--- src/rtl/interrupt_sequencer_pkg.sv ---
// Shared types, counter width and parameter-legality limits for the interrupt sequencer.
// Used by the interface, the irq synchroniser and the sequencer top.
package interrupt_pkg;

  typedef enum logic [1:0] {
    IDLE    = 2'd0,
    PULSE   = 2'd1,
    SERVICE = 2'd2
  } int_state_t;

  localparam int CNT_W = 4;

  localparam int SYNC_STAGES_MIN  = 2;
  localparam int SYNC_STAGES_MAX  = 4;
  localparam int PULSE_CYCLES_MIN = 1;
  localparam int PULSE_CYCLES_MAX = 15;
  localparam int MAX_PENDING_MIN  = 1;
  localparam int MAX_PENDING_MAX  = 15;

  // Out-of-range parameters are pulled back into the legal window.
  function automatic int clamp_param(input int val, input int lo, input int hi);
    int res;
    if (val < lo) begin
      res = lo;
    end else if (val > hi) begin
      res = hi;
    end else begin
      res = val;
    end
    return res;
  endfunction

endpackage

--- src/rtl/interrupt_sequencer_if.sv ---
// Request/delivery bundle between the interrupt source, the processor and the sequencer.
// INTERRUPT_SEQ_MASK_EN adds the irq_mask input.
interface interrupt_sequencer_if;
  import interrupt_pkg::*;

  logic             irq_in;
  logic             pipe_busy;
  logic             rti_done;
`ifdef INTERRUPT_SEQ_MASK_EN
  logic             irq_mask;
`endif
  logic             interrupt_signal;
  logic             in_service;
  logic [CNT_W-1:0] pending_count;
  logic             overflow;

  modport master (
`ifdef INTERRUPT_SEQ_MASK_EN
    output irq_mask,
`endif
    output irq_in,
    output pipe_busy,
    output rti_done,
    input  interrupt_signal,
    input  in_service,
    input  pending_count,
    input  overflow
  );

  modport slave (
`ifdef INTERRUPT_SEQ_MASK_EN
    input  irq_mask,
`endif
    input  irq_in,
    input  pipe_busy,
    input  rti_done,
    output interrupt_signal,
    output in_service,
    output pending_count,
    output overflow
  );

endinterface

--- src/rtl/interrupt_sequencer_sync.sv ---
// Synchroniser chain for the asynchronous irq_in plus a registered rising-edge detector.
// irq_event is a one-cycle pulse SYNC_STAGES+1 cycles after irq_in rises.
module irq_sync_edge #(
  parameter int SYNC_STAGES = 2
) (
  input  logic clk,
  input  logic rst,
  input  logic irq_in,
  output logic irq_event
);

  logic [SYNC_STAGES-1:0] sync_q;
  logic [SYNC_STAGES-1:0] sync_d;
  logic                   prev_q;
  logic                   prev_d;
  logic                   event_q;
  logic                   event_d;

  // Shift the raw request in and compare the last stage against its delayed copy.
  always_comb begin
    sync_d  = {sync_q[SYNC_STAGES-2:0], irq_in};
    prev_d  = sync_q[SYNC_STAGES-1];
    event_d = sync_q[SYNC_STAGES-1] & ~prev_q;
  end

  // Synchroniser, edge and event registers.
  always_ff @(posedge clk or negedge rst) begin
    if (!rst) begin
      sync_q  <= {SYNC_STAGES{1'b0}};
      prev_q  <= 1'b0;
      event_q <= 1'b0;
    end else begin
      sync_q  <= sync_d;
      prev_q  <= prev_d;
      event_q <= event_d;
    end
  end

  assign irq_event = event_q;

endmodule

--- src/rtl/interrupt_sequencer.sv ---
// Interrupt sequencer: counts synchronised requests and delivers fixed-width pulses to the
// processor, one at a time, gated by pipe_busy (and irq_mask when INTERRUPT_SEQ_MASK_EN is defined).
module interrupt_sequencer
  import interrupt_pkg::*;
#(
  parameter int SYNC_STAGES  = 2,
  parameter int PULSE_CYCLES = 2,
  parameter int MAX_PENDING  = 3
) (
  input  logic                  clk,
  input  logic                  rst,
  interrupt_sequencer_if.slave  bus
);

  localparam int SYNC_EFF  = clamp_param(SYNC_STAGES, SYNC_STAGES_MIN, SYNC_STAGES_MAX);
  localparam int PULSE_EFF = clamp_param(PULSE_CYCLES, PULSE_CYCLES_MIN, PULSE_CYCLES_MAX);
  localparam int MAX_EFF   = clamp_param(MAX_PENDING, MAX_PENDING_MIN, MAX_PENDING_MAX);

  localparam logic [CNT_W-1:0] PULSE_LOAD = CNT_W'(PULSE_EFF - 1);
  localparam logic [CNT_W-1:0] CNT_MAX    = CNT_W'(MAX_EFF);
  localparam logic [CNT_W-1:0] CNT_ZERO   = CNT_W'(0);
  localparam logic [CNT_W-1:0] CNT_ONE    = CNT_W'(1);

  int_state_t       state_q;
  int_state_t       state_d;
  logic [CNT_W-1:0] pending_q;
  logic [CNT_W-1:0] pending_d;
  logic [CNT_W-1:0] pulse_cnt_q;
  logic [CNT_W-1:0] pulse_cnt_d;
  logic             overflow_q;
  logic             overflow_d;
  logic             interrupt_signal_q;
  logic             interrupt_signal_d;
  logic             in_service_q;
  logic             in_service_d;

  logic             irq_event;
  logic             hold_off;
  logic             deliver;
  logic [CNT_W-1:0] post_dec;

  irq_sync_edge #(
    .SYNC_STAGES (SYNC_EFF)
  ) u_sync (
    .clk       (clk),
    .rst       (rst),
    .irq_in    (bus.irq_in),
    .irq_event (irq_event)
  );

`ifdef INTERRUPT_SEQ_MASK_EN
  assign hold_off = bus.pipe_busy | bus.irq_mask;
`else
  assign hold_off = bus.pipe_busy;
`endif

  // Next-state, pulse timing and pending-count bookkeeping.
  always_comb begin
    state_d     = state_q;
    pulse_cnt_d = pulse_cnt_q;
    pending_d   = pending_q;
    overflow_d  = overflow_q;
    deliver     = 1'b0;
    post_dec    = pending_q;

    case (state_q)
      IDLE: begin
        if ((pending_q != CNT_ZERO) && !hold_off) begin
          deliver     = 1'b1;
          state_d     = PULSE;
          pulse_cnt_d = PULSE_LOAD;
        end else begin
          state_d = IDLE;
        end
      end
      PULSE: begin
        if (pulse_cnt_q == CNT_ZERO) begin
          state_d = SERVICE;
        end else begin
          pulse_cnt_d = pulse_cnt_q - CNT_ONE;
        end
      end
      SERVICE: begin
        if (bus.rti_done) begin
          state_d = IDLE;
        end else begin
          state_d = SERVICE;
        end
      end
      default: begin
        state_d     = IDLE;
        pulse_cnt_d = CNT_ZERO;
      end
    endcase

    // The saturation check sees the count after this cycle's delivery.
    if (deliver) begin
      post_dec = pending_q - CNT_ONE;
    end else begin
      post_dec = pending_q;
    end

    if (irq_event) begin
      if (post_dec >= CNT_MAX) begin
        pending_d  = CNT_MAX;
        overflow_d = 1'b1;
      end else begin
        pending_d = post_dec + CNT_ONE;
      end
    end else begin
      pending_d = post_dec;
    end

    interrupt_signal_d = (state_d == PULSE);
    in_service_d       = (state_d != IDLE);
  end

  // State, counters and registered outputs.
  always_ff @(posedge clk or negedge rst) begin
    if (!rst) begin
      state_q            <= IDLE;
      pending_q          <= CNT_ZERO;
      pulse_cnt_q        <= CNT_ZERO;
      overflow_q         <= 1'b0;
      interrupt_signal_q <= 1'b0;
      in_service_q       <= 1'b0;
    end else begin
      state_q            <= state_d;
      pending_q          <= pending_d;
      pulse_cnt_q        <= pulse_cnt_d;
      overflow_q         <= overflow_d;
      interrupt_signal_q <= interrupt_signal_d;
      in_service_q       <= in_service_d;
    end
  end

  assign bus.interrupt_signal = interrupt_signal_q;
  assign bus.in_service       = in_service_q;
  assign bus.pending_count    = pending_q;
  assign bus.overflow         = overflow_q;

endmodule

--- src/flat_wrapper.sv ---
// flat-port wrapper written by rule: the top's interface ports become plain ports
module interrupt_sequencer_flat import interrupt_pkg::*;
#(
  parameter int SYNC_STAGES  = 2,
  parameter int PULSE_CYCLES = 2,
  parameter int MAX_PENDING  = 3
)
  (clk, rst, bus_irq_in, bus_pipe_busy, bus_rti_done, bus_interrupt_signal, bus_in_service, bus_pending_count, bus_overflow);
  interrupt_sequencer_if bus_i ();
  input  logic clk;
  input  logic rst;
  input wire logic [$bits(bus_i.irq_in)-1:0] bus_irq_in;
  input wire logic [$bits(bus_i.pipe_busy)-1:0] bus_pipe_busy;
  input wire logic [$bits(bus_i.rti_done)-1:0] bus_rti_done;
  output wire logic [$bits(bus_i.interrupt_signal)-1:0] bus_interrupt_signal;
  output wire logic [$bits(bus_i.in_service)-1:0] bus_in_service;
  output wire logic [$bits(bus_i.pending_count)-1:0] bus_pending_count;
  output wire logic [$bits(bus_i.overflow)-1:0] bus_overflow;
  assign bus_i.irq_in = bus_irq_in;
  assign bus_i.pipe_busy = bus_pipe_busy;
  assign bus_i.rti_done = bus_rti_done;
  assign bus_interrupt_signal = bus_i.interrupt_signal;
  assign bus_in_service = bus_i.in_service;
  assign bus_pending_count = bus_i.pending_count;
  assign bus_overflow = bus_i.overflow;
  interrupt_sequencer #(.SYNC_STAGES(SYNC_STAGES), .PULSE_CYCLES(PULSE_CYCLES), .MAX_PENDING(MAX_PENDING)) u_core (.clk(clk), .rst(rst), .bus(bus_i));
endmodule
--- config.mk ---
export PLATFORM = sky130hd
export DESIGN_NAME = interrupt_sequencer_flat
export DESIGN_NICKNAME = d
export VERILOG_FILES = /design/src/rtl/interrupt_sequencer_pkg.sv /design/src/rtl/interrupt_sequencer_if.sv /design/src/rtl/interrupt_sequencer_sync.sv /design/src/rtl/interrupt_sequencer.sv /design/src/flat_wrapper.sv
export SDC_FILE = /design/constraint.sdc
export NUM_CORES = 1
export LEC_CHECK = 0
export ABC_CLOCK_PERIOD_IN_PS = 2100
export BUFFER_PORTS_ARGS = -buffer_cell sky130_fd_sc_hd__buf_2
export CORE_UTILIZATION = 50
export DETAILED_ROUTE_END_ITERATION = 16
export GPL_TIMING_DRIVEN = 0
export PLACE_DENSITY = 0.76
export RECOVER_POWER = 50
export SYNTH_ARGS = -nofsm -noshare
export SYNTH_HDL_FRONTEND = slang
export SYNTH_SLANG_ARGS = --single-unit
--- constraint.sdc ---
create_clock -name clk -period 2.1 [get_ports clk]
set_clock_uncertainty 0.1 [all_clocks]
set_input_delay 0.21 -clock clk [delete_from_list [all_inputs] [get_ports clk]]
set_output_delay 0.21 -clock clk [all_outputs]
set_load 0.1 [all_outputs]
==> impl_metrics.yaml, run 1 <==
status:
  status: "finished clean"
setup_path:
  cp_max_fo: 8
  rrSetupSlack_ns: 0.13
  cp.required_ns: 2.19
  rr_startpoint: "u_core.bus.pending_count[0]"
  timing_worst_setup_path_type: "register to register"
  reg2reg_depth: 6
  worstPathArrival_ns: 2.06
  critPathCaptureType: "register"
  crit_start: "u_core.bus.pending_count[0]"
  startpoint_type: "register"
  reg2reg_to: "u_core.pulse_cnt_q[0]"
  crit_end: "u_core.pulse_cnt_q[0]"
floorplanning:
  die_y_um: 42.73
  core_area_um2: 1524
  die_area_um2: 1826
  rows: 14
  dieWidth_um: 42.73
  ios: 12
  initial_core_util_pct: 54.43
grt:
  grt_pass1_vias: 562
  grt_use_total_pct: 17.92
  grt-ovfl-total: 0
  grt_max_degree: 18
  grt_pass1_wl_um: 2401
  antenna_found_initial: 0
route:
  ant_nets: 0
  vias: 597
  wl_per_cell_um: 12.47
  drc: 0
  drt-total-wl_um: 1322
  first_iter_violations: 8
  via_per_inst: 5.632
  first_pass_iters: 4
synth:
  synthTopCellsByArea: "dfrtp_1 51%, ha_1 4.5%, nand4b_1 3.2%, xnor3_1 2.7%, o21ai_0 2.4%"
  synth_area_leader_cell: "dfrtp_1"
  syn_area_um2: 829.5
  ys_seq_area_share_pct: 51.28
  netlist_instances: 73
  yosysWarnings: 0
  synth_edf_count: 0
  yosysTopAreaCellShare_pct: 51.28
  synth_nets: 81
  synth_ff_type: "dfrtp_1"
  yosysMostFrequentCell: "dfrtp_1"
  synthTopCellsByCount: "17 x dfrtp_1, 5 x inv_1, 5 x nand2_1"
  synthArstFlopShare_pct: 100.0
  ys_types: 34
  synth_area_per_cell_um2: 11.36
  ys_ff_latch: 17
sta:
  slew_violations: 0
  setup_tns_ns: 0
  min_period_ns: 1.973
  rsz0062_at_grt: "false"
  hold_viol: 0
  setup_viol: 0
  period_share_pct: 93.96
  slew_headroom_pct: 39.42
  fmax_ghz: 0.5068
  tightestPinTransition_ns: 0.9086
clock_network:
  clk_latency_ns: 0.28
  clockBufferDepth: 2
  cts_inserted_buffers: 3
  cts_root_buf: "clkbuf_4"
  cts-htree-levels: 1
  cts_tree: "done"
  cts.reportedPaths.clkPinSlew_ns: 0.10
  clkSinkCount: 17
layout:
  diodes: 0
  nets: 99
  drive_gt1_share_pct: 31.11
  area_delta_synth_final_pct: 17.35
  num-fill-cells: 121
min_path:
  whs_path_depth: 3
  min_path_type: "primary input to register"
placement:
  gp_congestion: 0.7888
  dp_hpwl_um: 966.7
  place.port_buffers: 11
flow_run:
  drv_cap: 0
[per-layer routing]
layer  vias up  global-route usage [%]  wire (µm)
li1        301                       -          -
met1       284                   24.29        626
met2        10                   26.67        645
met3         2                   4.255         41
met4         0                   9.375          8
met5         -                       0          0
[worst min-delay path by stage]
stage	start	endpoint	slack [ns]
after floorplan	rst	u_core.bus.in_service	-0.19
after global placement	rst	u_core.bus.pending_count[0]	0.04
after detailed placement	rst	u_core.bus.pending_count[0]	0.05
after CTS	bus_rti_done	u_core.state_q[1]	0.14
after global routing	bus_rti_done	u_core.state_q[1]	0.14
final	bus_rti_done	u_core.state_q[1]	0.14
[flip-flops by register name (all words and copies together), names as in the netlist]
name,count
u_core.bus.pending_count,4
u_core.bus.overflow,1
u_core.u_sync.irq_event,1
u_core.u_sync.sync_q,2
u_core.pulse_cnt_q,4
u_core.state_q,2
u_core.u_sync.prev_q,1
u_core.bus.interrupt_signal,1
u_core.bus.in_service,1
[final cells by class]
| cell class | count | area [µm²] | area share (%) |
|---|---|---|---|
| flip-flops and latches | 17 | 432.9 | 44.47 |
| multi-input cells | 51 | 400.4 | 41.13 |
| repair buffers | 13 | 73.82 | 7.584 |
| clock buffers | 3 | 22.52 | 2.314 |
| well taps | 16 | 20.02 | 2.057 |
| inverters | 5 | 18.77 | 1.928 |
| clock inverters | 1 | 5.005 | 0.5141 |
[logic make-up (layout without fill, tap and decap cells)]
kind of cell               after synthesis  after routing  synth area share [%]
and+or+nand+nor                         31             31                 24.44
xor gates and xnor gates                 3              3                 4.827
DFF                                     17             17                 51.28
adders and majority gates                3              3                 4.525
buffers and inverters                    5             22                 2.263
AOI/OAI and AO/OA                       13             13                 11.46
muxes                                    1              1                 1.207
[critical path, cell delays in order (launching register included)]
cell and delay, ns:
dfrtp_4 0.52, inv_2 0.10, ha_4 0.14, or3b_4 0.40, a22oi_2 0.36, a211oi_1 0.09, a21o_1 0.17
[per-stage QoR]
stage	worst slack, ns	cell area, µm²	util (%)	hold WS [ns]	cells
after detailed placement	0.06689	914.6	60.02	0.04728	100
after CTS	0.04828	962.2	63.14	0.1365	106
final	0.1269	973.4	63.88	0.1397	106
after floorplan	0.008144	839.6	-	-0.1856	73
after global placement	0.06832	914.6	60.02	0.04202	100
after global routing	0.05396	973.4	63.88	0.1387	106
[cells in the final DEF (no fill, tap or decap), types with 2 or more instances in the layout]
master,instances
a211oi_1,2
buf_2,10
clkbuf_4,3
dfrtp_1,13
dfrtp_2,3
dlygate4sd3_1,2
ha_1,2
inv_1,4
nand2_1,5
nand3_1,2
nand4_1,2
nand4b_1,3
nor2_1,4
o21ai_0,4
or2_2,2
or4_1,2
[repair_timing]
item                                    4_1_cts  5_1_grt
hold buffers                                  2        0
gates resized for setup                       0        3
hold endpoints to repair                     18        0
endpoints found under the setup margin        0        3
setup buffers                                 0        0
Power of run 1 is not shown: default switching activity piles up to over one toggle a cycle in this logic, so the estimate is an artifact.
==> run 2, diff against run 1 <==
--- a/config.mk
+++ b/config.mk
@@ -10,7 +10,7 @@
 export CORE_UTILIZATION = 50
 export DETAILED_ROUTE_END_ITERATION = 16
 export GPL_TIMING_DRIVEN = 0
-export PLACE_DENSITY = 0.76
+export PLACE_DENSITY = 0.77
 export RECOVER_POWER = 50
 export SYNTH_ARGS = -nofsm -noshare
 export SYNTH_HDL_FRONTEND = slang
==> impl_metrics.yaml, run 2 (synthesis gave the netlist of run 1 again) <==
status:
  status: "finished clean"
setup_path:
  worstPathArrival_ns: 2.15
  startpoint_type: "register"
  cp_max_fo: 8
  reg2reg_depth: 7
  cp.required_ns: 2.20
  slowest_stage: "dfrtp_4"
  timing_worst_setup_path_type: "register to register"
  critPathMaxStageDelay_ns: 0.52
  crit_chain: "inv_1, ha_2, or3b_4, a22oi_2, buf_4, a211oi_1, a21o_1"
  critPathCaptureType: "register"
sta:
  period_share_pct: 97.82
  slew_violations: 0
  setup_viol: 0
  slew_headroom_pct: 41.00
  hold_viol: 0
  setup_tns_ns: 0
  tightestPinTransition_ns: 0.8851
  fmax_ghz: 0.4868
  min_period_ns: 2.054
layout:
  final_cell_count_no_fill: 107
  drive_gt1_share_pct: 30.77
  nets: 100
  area_delta_synth_final_pct: 17.65
  final_common_cell: "dfrtp_1"
  num-fill-cells: 129
  diodes: 0
  mostFrequentLayoutCells: "13 x dfrtp_1, 10 x buf_2, 5 x inv_1, 5 x nand2_1"
  post-route-util_pct: 64.04
grt:
  grt-ovfl-total: 0
  grt_pass1_wl_um: 2532
  grt_pass1_vias: 603
  grt_max_degree: 18
  antenna_found_initial: 0
  grt_use_total_pct: 19.19
route:
  wl_per_cell_um: 14.01
  via_per_inst: 5.850
  drc: 0
  drt-total-wl_um: 1499
  ant_nets: 0
  first_iter_violations: 10
  vias: 626
  first_pass_iters: 4
floorplanning:
  initial_core_util_pct: 54.43
  dieWidth_um: 42.73
  core_area_um2: 1524
  ios: 12
  rows: 14
  die_area_um2: 1826
  die_y_um: 42.73
placement:
  dp_hpwl_um: 1096
  placed_cells: 100
  gp_congestion: 0.7486
  place.port_buffers: 11
clock_network:
  cts.reportedPaths.clkPinSlew_ns: 0.10
  cts_tree: "done"
  cts_inserted_buffers: 3
  clkSinkCount: 17
  clk_latency_ns: 0.30
  clockBufferDepth: 2
  cts_root_buf: "clkbuf_4"
  cts-htree-levels: 1
min_path:
  min_path_type: "primary input to register"
  whs_path_depth: 3
flow_run:
  drv_cap: 0
-- run 2: path summary, 6_finish.rpt --
kind                                                     to                   startpoint  slack [ns]
worst min-delay path                      u_core.state_q[1]                 bus_rti_done        0.15
worst min register to register      u_core.u_sync.sync_q[1]      u_core.u_sync.sync_q[0]        0.26
min in group asynchronous             u_core.pulse_cnt_q[0]                          rst        0.44
worst max register to register        u_core.pulse_cnt_q[0]  u_core.bus.pending_count[0]        0.05
max in group asynchronous       u_core.bus.pending_count[0]                          rst        0.81
worst max-delay path                  u_core.pulse_cnt_q[0]  u_core.bus.pending_count[0]        0.05
-- run 2: through the flow --
stage	instance area (µm²)	setup WS (ns)	hold WS [ns]
6_report	975.9	0.04571	0.1518
4_1_cts	962.2	0.005047	0.1485
2_1_floorplan	839.6	0.008144	-0.1856
3_3_place_gp	914.6	0.07276	0.04222
3_5_place_dp	914.6	0.02656	0.04543
5_1_grt	975.9	-0.01953	0.1564
-- run 2: final cells by class --
| class | instances | area [µm²] | area share (%) |
|---|---|---|---|
| multi-input cells | 51 | 395.4 | 40.51 |
| clock inverters | 1 | 5.005 | 0.5128 |
| clock buffers | 3 | 22.52 | 2.308 |
| well taps | 16 | 20.02 | 2.051 |
| repair buffers | 14 | 81.33 | 8.333 |
| inverters | 5 | 18.77 | 1.923 |
| flip-flops and latches | 17 | 432.9 | 44.36 |
-- run 2: what timing repair did --
| item | in CTS | in global routing |
|---|---|---|
| hold buffers | 2 | 0 |
| resized for setup | 0 | 2 |
| hold endpoints to repair | 18 | 0 |
| buffers inserted | 0 | 1 |
| setup endpoints to repair | 0 | 5 |
-- run 2: critical path: cells and delay by family, from the launching register on --
family          cells  cell delay (ns)
compound gates      3             0.42
fa+ha+maj           1             0.22
flops               1             0.52
buf+inv             2             0.28
simple gates        1             0.42
-- run 2: routing by layer --
layer / GRT usage [%] / wire length (µm) / up-vias
li1: - / - / 303
met1: 22.57 / 640 / 307
met2: 31.82 / 773 / 11
met3: 4.255 / 48 / 5
met4: 11.25 / 37 / 0
met5: 0 / 0 / -
Power of run 2 is left out for the same reason.
==> run 3, diff against run 2 <==
--- a/config.mk
+++ b/config.mk
@@ -11,7 +11,6 @@
 export DETAILED_ROUTE_END_ITERATION = 16
 export GPL_TIMING_DRIVEN = 0
 export PLACE_DENSITY = 0.77
-export RECOVER_POWER = 50
 export SYNTH_ARGS = -nofsm -noshare
 export SYNTH_HDL_FRONTEND = slang
 export SYNTH_SLANG_ARGS = --single-unit
==> impl_metrics.yaml, run 3 (synthesis gave the netlist of run 1 again) <==
layout:
  nets: 100
  diodes: 0
  area_delta_synth_final_pct: 17.80
  multi_input_area_um2: 395.4
  drive_gt1_share_pct: 31.87
  final_common_cell: "dfrtp_1"
  regArea_um2: 432.9
  num-fill-cells: 128
  final_cell_count_no_fill: 107
  mostFrequentLayoutCells: "13 x dfrtp_1, 11 x buf_2, 5 x inv_1, 5 x nand2_1"
setup_path:
  startpoint_type: "register"
  cp.required_ns: 2.20
  critPathCaptureType: "register"
  reg2reg_depth: 7
  rr_startpoint: "u_core.bus.pending_count[0]"
  rrSetupSlack_ns: 0.05
  cp_max_fo: 8
  timing_worst_setup_path_type: "register to register"
  worstPathArrival_ns: 2.15
  reg2reg_to: "u_core.pulse_cnt_q[0]"
floorplanning:
  dieWidth_um: 42.73
  core_area_um2: 1524
  ios: 12
  rows: 14
  initial_core_util_pct: 54.43
  die_area_um2: 1826
  die_y_um: 42.73
sta:
  slew_headroom_pct: 67.81
  fmax_ghz: 0.4869
  tightestPinTransition_ns: 0.4861
  hold_viol: 0
  min_period_ns: 2.054
  slew_violations: 0
  worst_hold_slack_ns: 0.1518
  period_share_pct: 97.80
  setup_viol: 0
route:
  first_pass_iters: 4
  via_per_inst: 5.850
  wl_per_cell_um: 14.03
  drt-total-wl_um: 1501
  vias: 626
  first_iter_violations: 10
  ant_nets: 0
  drc: 0
grt:
  antenna_found_initial: 0
  grt_pass1_vias: 603
  grt_pass1_wl_um: 2532
  grt-ovfl-total: 0
  grt_use_total_pct: 19.19
  grt_max_degree: 18
clock_network:
  clkSinkCount: 17
  clk_latency_ns: 0.30
  cts-htree-levels: 1
  cts.reportedPaths.clkPinSlew_ns: 0.10
  cts_tree: "done"
  cts_inserted_buffers: 3
  clockBufferDepth: 2
  cts_root_buf: "clkbuf_4"
status:
  status: "finished clean"
min_path:
  whs_path_depth: 3
  min_path_type: "primary input to register"
  hp-start: "bus_rti_done"
  min_to: "u_core.state_q[1]"
placement:
  gp_congestion: 0.7486
  placed_cells: 100
  place.port_buffers: 11
  dp_hpwl_um: 1096
flow_run:
  drv_cap: 0
## run 3: changes by cell type in the layout (fill, tap and decap cells not counted), sizes merged
cell	before	now
buf	11	12
clkbuf	4	3
## run 3: how the worst max path moves through the flow
stage,start,to,slack (ns),cells after the start
floorplan,u_core.bus.pending_count[0],u_core.bus.in_service,0.008,6
global placement,u_core.bus.pending_count[0],u_core.pulse_cnt_q[0],0.07,6
detailed placement,u_core.bus.pending_count[0],u_core.pulse_cnt_q[0],0.03,6
CTS,u_core.bus.pending_count[0],u_core.pulse_cnt_q[0],0.005,6
global route,u_core.bus.pending_count[0],u_core.pulse_cnt_q[0],-0.02,7
finish,u_core.bus.pending_count[0],u_core.pulse_cnt_q[0],0.05,7
## run 3: worst max-delay path, cell delays in order (launching register included)
cell,delay (ns)
dfrtp_4,0.52
inv_1,0.10
ha_2,0.22
or3b_4,0.42
a22oi_2,0.20
buf_4,0.18
a211oi_1,0.06
a21o_1,0.16
## run 3: final cells by class
type,instances,area share [%]
Clock buffer,3,2.305
Multi-Input combinational cell,51,40.46
Timing Repair Buffer,14,8.451
Sequential cell,17,44.30
Inverter,5,1.921
Tap cell,16,2.049
Clock inverter,1,0.5122
## run 3: what timing repair did
item                                   4_1_cts  5_1_grt
setup endpoints to repair                    0        5
hold buffers                                 2        0
endpoints found under the hold margin       18        0
buffers inserted                             0        1
resized for setup                            0        2
## run 3: through the flow
| step | worst slack, ns | setup TNS (ns) | util (%) | cell area, µm² |
|---|---|---|---|---|
| after global placement | 0.07276 | 0 | 60.02 | 914.6 |
| final | 0.04618 | 0 | 64.12 | 977.2 |
| after global routing | -0.01953 | -0.01953 | 64.12 | 977.2 |
| after CTS | 0.005047 | 0 | 63.14 | 962.2 |
| after floorplan | 0.008144 | 0 | - | 839.6 |
| after detailed placement | 0.02656 | 0 | 60.02 | 914.6 |
## run 3: routing by layer
metal	wire, µm	track usage (%)	share of wire (%)	vias up
met4	37	11.25	2.5	0
met1	642	22.57	43	307
li1	-	-	-	303
met3	48	4.255	3.2	5
met5	0	0	0	-
met2	773	31.82	51	11
Power of run 3 is left out for the same reason.
